File: config.mk
export PLATFORM = sky130hd
export DESIGN_NAME = arbiter4to1_flat
export DESIGN_NICKNAME = d
export VERILOG_FILES = /design/src/rtl/arbiter4to1_if.sv /design/src/rtl/arbiter4to1.sv /design/src/flat_wrapper.sv
export SDC_FILE = /design/constraint.sdc
export NUM_CORES = 1
export LEC_CHECK = 0
export BUFFER_PORTS_ARGS = -buffer_cell sky130_fd_sc_hd__buf_2
export CAP_MARGIN = 20
export CORE_UTILIZATION = 39
export CTS_CLUSTER_DIAMETER = 80
export DETAILED_ROUTE_END_ITERATION = 12
export HOLD_SLACK_MARGIN = 0.03
export PLACE_DENSITY = 0.76
export SYNTH_ARGS = -nofsm -noshare
export SYNTH_HDL_FRONTEND = slang
export SYNTH_SLANG_ARGS = --single-unit
File: constraint.sdc
create_clock -name clk_i -period 1.7 [get_ports clk_i]
set_clock_uncertainty 0.05 [all_clocks]
set_input_delay 0.085 -clock clk_i [delete_from_list [all_inputs] [get_ports clk_i]]
set_output_delay 0.085 -clock clk_i [all_outputs]
set_load 0.02 [all_outputs]
File: src/rtl/arbiter4to1_if.sv
// Channel bundle between four input-side demuxes, the round-robin arbiter and the
// downstream router link. The slave modport is the arbiter's view.
interface arbiter4to1_if #(
    parameter int unsigned N = 32
);
    logic [3:0]        in_req;
    logic [3:0]        in_ack;
    logic [3:0][N-1:0] in_data;
    logic              out_req;
    logic              out_ack;
    logic [N-1:0]      out_data;
    logic [1:0]        grant;
    logic              busy;

    modport slave (
        input  in_req,
        input  in_data,
        input  out_ack,
        output in_ack,
        output out_req,
        output out_data,
        output grant,
        output busy
    );

    modport master (
        output in_req,
        output in_data,
        output out_ack,
        input  in_ack,
        input  out_req,
        input  out_data,
        input  grant,
        input  busy
    );
endinterface

File: src/rtl/arbiter4to1.sv
// Round-robin arbiter sharing one four-phase output channel among four four-phase inputs.
// Requests and the downstream ack are synchronised; flit data is sampled only under a held req.
module arbiter4to1 #(
    parameter int unsigned N          = 32,
    parameter int unsigned SyncStages = 2
) (
    input logic          clk_i,
    input logic          rst_ni,
    arbiter4to1_if.slave bus_io
);

    typedef enum logic [1:0] {
        StIdle,
        StSend,
        StRelease
    } state_e;

    logic [SyncStages-1:0][3:0] req_sync_q;
    logic [SyncStages-1:0]      ack_sync_q;
    logic [3:0]                 req_s;
    logic                       ack_s;

    state_e       state_q;
    logic [1:0]   ptr_q;
    logic [1:0]   grant_q;
    logic         out_req_q;
    logic [N-1:0] out_data_q;
    logic [3:0]   in_ack_q;
    logic         busy_q;

    logic [1:0]   win;
    logic [1:0]   cand;
    logic         found;

    always_ff @(posedge clk_i or negedge rst_ni) begin
        if (!rst_ni) begin
            req_sync_q <= '0;
            ack_sync_q <= '0;
        end else begin
            req_sync_q[0] <= bus_io.in_req;
            ack_sync_q[0] <= bus_io.out_ack;
            for (int unsigned s = 1; s < SyncStages; s++) begin
                req_sync_q[s] <= req_sync_q[s-1];
                ack_sync_q[s] <= ack_sync_q[s-1];
            end
        end
    end

    assign req_s = req_sync_q[SyncStages-1];
    assign ack_s = ack_sync_q[SyncStages-1];

    // Search ptr+1, ptr+2, ptr+3, ptr: the last served port has lowest priority.
    always_comb begin
        win   = ptr_q;
        cand  = ptr_q;
        found = 1'b0;
        for (int unsigned k = 1; k <= 4; k++) begin
            cand = ptr_q + 2'(k);
            if (!found && req_s[cand]) begin
                win   = cand;
                found = 1'b1;
            end
        end
    end

    always_ff @(posedge clk_i or negedge rst_ni) begin
        if (!rst_ni) begin
            state_q    <= StIdle;
            ptr_q      <= 2'd3;
            grant_q    <= 2'd0;
            out_req_q  <= 1'b0;
            out_data_q <= '0;
            in_ack_q   <= 4'b0000;
            busy_q     <= 1'b0;
        end else begin
            unique case (state_q)
                StIdle: begin
                    if (found) begin
                        out_data_q <= bus_io.in_data[win];
                        grant_q    <= win;
                        out_req_q  <= 1'b1;
                        busy_q     <= 1'b1;
                        state_q    <= StSend;
                    end
                end
                StSend: begin
                    if (ack_s) begin
                        out_req_q <= 1'b0;
                        in_ack_q  <= 4'b0001 << grant_q;
                        state_q   <= StRelease;
                    end
                end
                StRelease: begin
                    // Both sides must finish their return-to-zero, in either order.
                    if (!req_s[grant_q] && !ack_s) begin
                        in_ack_q <= 4'b0000;
                        ptr_q    <= grant_q;
                        busy_q   <= 1'b0;
                        state_q  <= StIdle;
                    end
                end
                default: begin
                    out_req_q <= 1'b0;
                    in_ack_q  <= 4'b0000;
                    busy_q    <= 1'b0;
                    state_q   <= StIdle;
                end
            endcase
        end
    end

    assign bus_io.in_ack   = in_ack_q;
    assign bus_io.out_req  = out_req_q;
    assign bus_io.out_data = out_data_q;
    assign bus_io.grant    = grant_q;
    assign bus_io.busy     = busy_q;

endmodule

File: src/flat_wrapper.sv
// flat-port wrapper written by rule: the top's interface ports become plain ports
module arbiter4to1_flat 
#(
    parameter int unsigned N          = 32,
    parameter int unsigned SyncStages = 2
)
  (clk_i, rst_ni, bus_io_in_req, bus_io_in_data, bus_io_out_ack, bus_io_in_ack, bus_io_out_req, bus_io_out_data, bus_io_grant, bus_io_busy);
  arbiter4to1_if #(.N(N)) bus_io_i ();
  input logic clk_i;
  input logic rst_ni;
  input wire logic [$bits(bus_io_i.in_req)-1:0] bus_io_in_req;
  input wire logic [$bits(bus_io_i.in_data)-1:0] bus_io_in_data;
  input wire logic [$bits(bus_io_i.out_ack)-1:0] bus_io_out_ack;
  output wire logic [$bits(bus_io_i.in_ack)-1:0] bus_io_in_ack;
  output wire logic [$bits(bus_io_i.out_req)-1:0] bus_io_out_req;
  output wire logic [$bits(bus_io_i.out_data)-1:0] bus_io_out_data;
  output wire logic [$bits(bus_io_i.grant)-1:0] bus_io_grant;
  output wire logic [$bits(bus_io_i.busy)-1:0] bus_io_busy;
  assign bus_io_i.in_req = bus_io_in_req;
  assign bus_io_i.in_data = bus_io_in_data;
  assign bus_io_i.out_ack = bus_io_out_ack;
  assign bus_io_in_ack = bus_io_i.in_ack;
  assign bus_io_out_req = bus_io_i.out_req;
  assign bus_io_out_data = bus_io_i.out_data;
  assign bus_io_grant = bus_io_i.grant;
  assign bus_io_busy = bus_io_i.busy;
  arbiter4to1 #(.N(N), .SyncStages(SyncStages)) u_core (.clk_i(clk_i), .rst_ni(rst_ni), .bus_io(bus_io_i));
endmodule
==> metrics <==
status=finished with violations; failing checks=negative setup slack; top cells by count, synth=mux2i_1 (65), dfrtp_1 (52), nand2_1 (41); Lkg Pwr=approximately 2.3 nW; initial antenna violation count=0; Pwr Density=1660 nW/um2; n_diodes=0; slew margin rel.=0.708; Seq pwr share=0.300; Starting Density=0.413; cell area after layout=4290 um2; synth warn=0; ANT nets after route=0; crit-path cells=a22oi_2, o221ai_4, buf_12, mux2i_2, o221ai_1; WP data required=1.84 ns; Core Region=between 6000 and 7000 um2; Tmin final=around 1.8 ns; first-pass GRT wire length=11.7 mm; Pint=0.00405 W; R2R Path End=u_core.bus_io.out_data[11]; crit path DAT=1.97 ns; fraction of layout cells with a size suffix above 1=0.517; slowest stage cell, crit path=dfstp_2; Yosys top cell area share=0.451; fillers=about 590; Pwr Total=0.00715 W; Pins Over Slew Limit=0; Mapped Cells=253; DRC Markers=0; DIE AREA=7740 um2; root buffer cell=clkbuf_8; Net Count, Synth=388; CP startpoint kind=flop; Die Y=88.0 um; largest net degree at the start of global routing=35; hold depth=3; CTS max path bufs=2; Routed WL=8.20 mm; vias in the first global route=2574; IO Pins=between 150 and 200; flop-to-flop setup slack=-0.13 ns; final net count=587; Crit Path Category=flop to flop; IO Port Bufs=174; 1st-pass router iterations=4; Mapped Area=about 2900 um2; Synth Flop Type=dfrtp_1; r2r startpoint=u_core.ptr_q[0]; insertion delay to the later sink of the worst-skew pair=0.31 ns; Max Cap Viol=0; CTS sink count=54; WL/cell=14.9 um; overall via count from detail_route=2825; CP max stage delay=0.60 ns; area grow syn2layout=48.9%; die width=88.0 um; CTS tree=yes; Clk pwr share=0.108; Logic pwr share=0.593; gr ovfl total=0; htree depth=2; placement row count=30; global placer's final weighted congestion=0.781; Final WS setup=-0.128 ns; slew of the pin with the lowest slew margin=0.438 ns; RSZ-0062 raised after global routing=yes; P_sw=0.00309 W; most common cell in the synthesized netlist=mux2i_1; Setup Viol. Count Final=33; final hold violations=0; post-synthesis register bit count=54; Post-synth ARST share=1.00; drt initial violations=roughly 150; crit path capture=u_core.bus_io.out_data[11]; leading area contributor after synthesis=dfrtp_1; Post-Place Setup Slack=-0.167 ns; syn_area_per_cell=11.4 um2; worst ir drop on vdd=696 uV; EDFF count, synth=0; Post-DP HPWL=5.82 mm; Post-DP Area=roughly 4000 um2; crit path from=u_core.ptr_q[0]; Worst Hold Class=primary input to flop; crit path capture type=flop; post-synthesis cell type count=35; clk slew on worst S/H paths=0.11 ns; DR vias/cell=5.15; worst reg2reg path depth=5; GRT Util Overall=0.196; Crit Path Max Fanout=23; Tcrit/Tclk final=1.08; fmax=547 MHz; sw frac=0.433; ranking of synthesized cells by area=dfrtp_1 (45%), mux2i_1 (23%), o221ai_1 (9.7%); Seq/Total Area, Yosys=0.469; Num CTS Buffers=5
## critical path, delay by kind of cell (launching register included)
family	cells	cell delay (ns)
AO/OA/AOI/OAI	3	0.54
buffers and inverters	1	0.25
flip-flops	1	0.60
multiplexers	1	0.25
## per-layer routing
metal | vias to the layer above | share of wire | GRT usage
met5 | - | 0 | 0
met4 | 0 | 0.012 | 0.0551
met3 | 9 | 0.075 | 0.0424
met2 | 148 | 0.50 | 0.361
met1 | 1326 | 0.41 | 0.227
li1 | 1342 | - | -
## state kept, by name, indices dropped and copies added, names as in the netlist
signal,cells
u_core.ptr_q,2
u_core.bus_io.busy,1
u_core.bus_io.grant,2
u_core.bus_io.out_data,32
u_core.bus_io.out_req,1
u_core.state_q,2
u_core.req_s,4
u_core.bus_io.in_ack,4
u_core.req_sync_q,4
u_core.ack_sync_q,2
## per-stage QoR
step / hold slack, ns / util / instances / TNS (ns)
2_1_floorplan: -0.261 / - / 253 / -0.0856
3_3_place_gp: -0.00300 / 0.567 / 526 / -1.34
3_5_place_dp: 0.00294 / 0.567 / 526 / -3.40
4_1_cts: 0.0339 / 0.603 / 546 / -2.15
5_1_grt: 0.0356 / 0.615 / 549 / -5.57
6_report: 0.0399 / 0.615 / 549 / -2.79
## kinds of logic (layout without fill, tap and decap cells)
kind of cell | count (synthesis) | count (layout) | synth area share
muxes | 67 | 67 | 0.237
and+or+nand+nor | 60 | 60 | 0.0928
DFF | 54 | 54 | 0.469
AOI/OAI and AO/OA | 49 | 49 | 0.139
buffers and inverters | 23 | 223 | 0.0616
## power by group through the flow
stage	logic [W]	clock network, W	registers (W)
after floorplan	0.00220	0	0.00271
after global placement	0.00385	0	0.00213
after detailed placement	0.00395	0	0.00213
after CTS	0.00404	0.000796	0.00213
after global routing	0.00459	0.000838	0.00220
final	0.00423	0.000770	0.00214
## cell type report
type	instances	area, um2	area share
clock buffers	5	68.8	0.0160
multi-input cells	176	1430	0.333
well taps	96	120	0.0280
flip-flops and latches	54	1360	0.316
repair buffers	211	1270	0.296
inverters	4	15.0	0.00350
clock inverters	3	28.8	0.00670
## placed cells by master (no fill, tap or decap), types with 5 or more instances in the layout
cell type / synthesis / final
buf_12: 4 / 5
buf_2: 6 / 174
buf_4: 0 / 19
clkbuf_8: 0 / 5
dfrtp_1: 52 / 49
dlygate4sd3_1: 0 / 8
mux2i_1: 65 / 61
nand2_1: 41 / 40
nor2_1: 7 / 7
o221ai_1: 32 / 31
## worst min-delay path by stage
stage	start	to	slack [ns]
2_1_floorplan	rst_ni	u_core.ack_sync_q[0]	-0.26
3_3_place_gp	rst_ni	u_core.bus_io.out_data[11]	-0.003
3_5_place_dp	rst_ni	u_core.bus_io.out_data[11]	0.003
4_1_cts	bus_io_in_data[10]	u_core.bus_io.out_data[10]	0.03
5_1_grt	bus_io_in_data[15]	u_core.bus_io.out_data[15]	0.04
6_report	bus_io_in_data[7]	u_core.bus_io.out_data[7]	0.04
## what timing repair did
item	4_1_cts	5_1_grt
endpoints found under the setup margin	35	37
buffers inserted	4	1
pin swaps	2	5
hold buffers	8	0
gates resized for setup	10	11
cloned	0	2
endpoints found under the hold margin	25	0
(Power assumes the default switching activity.)
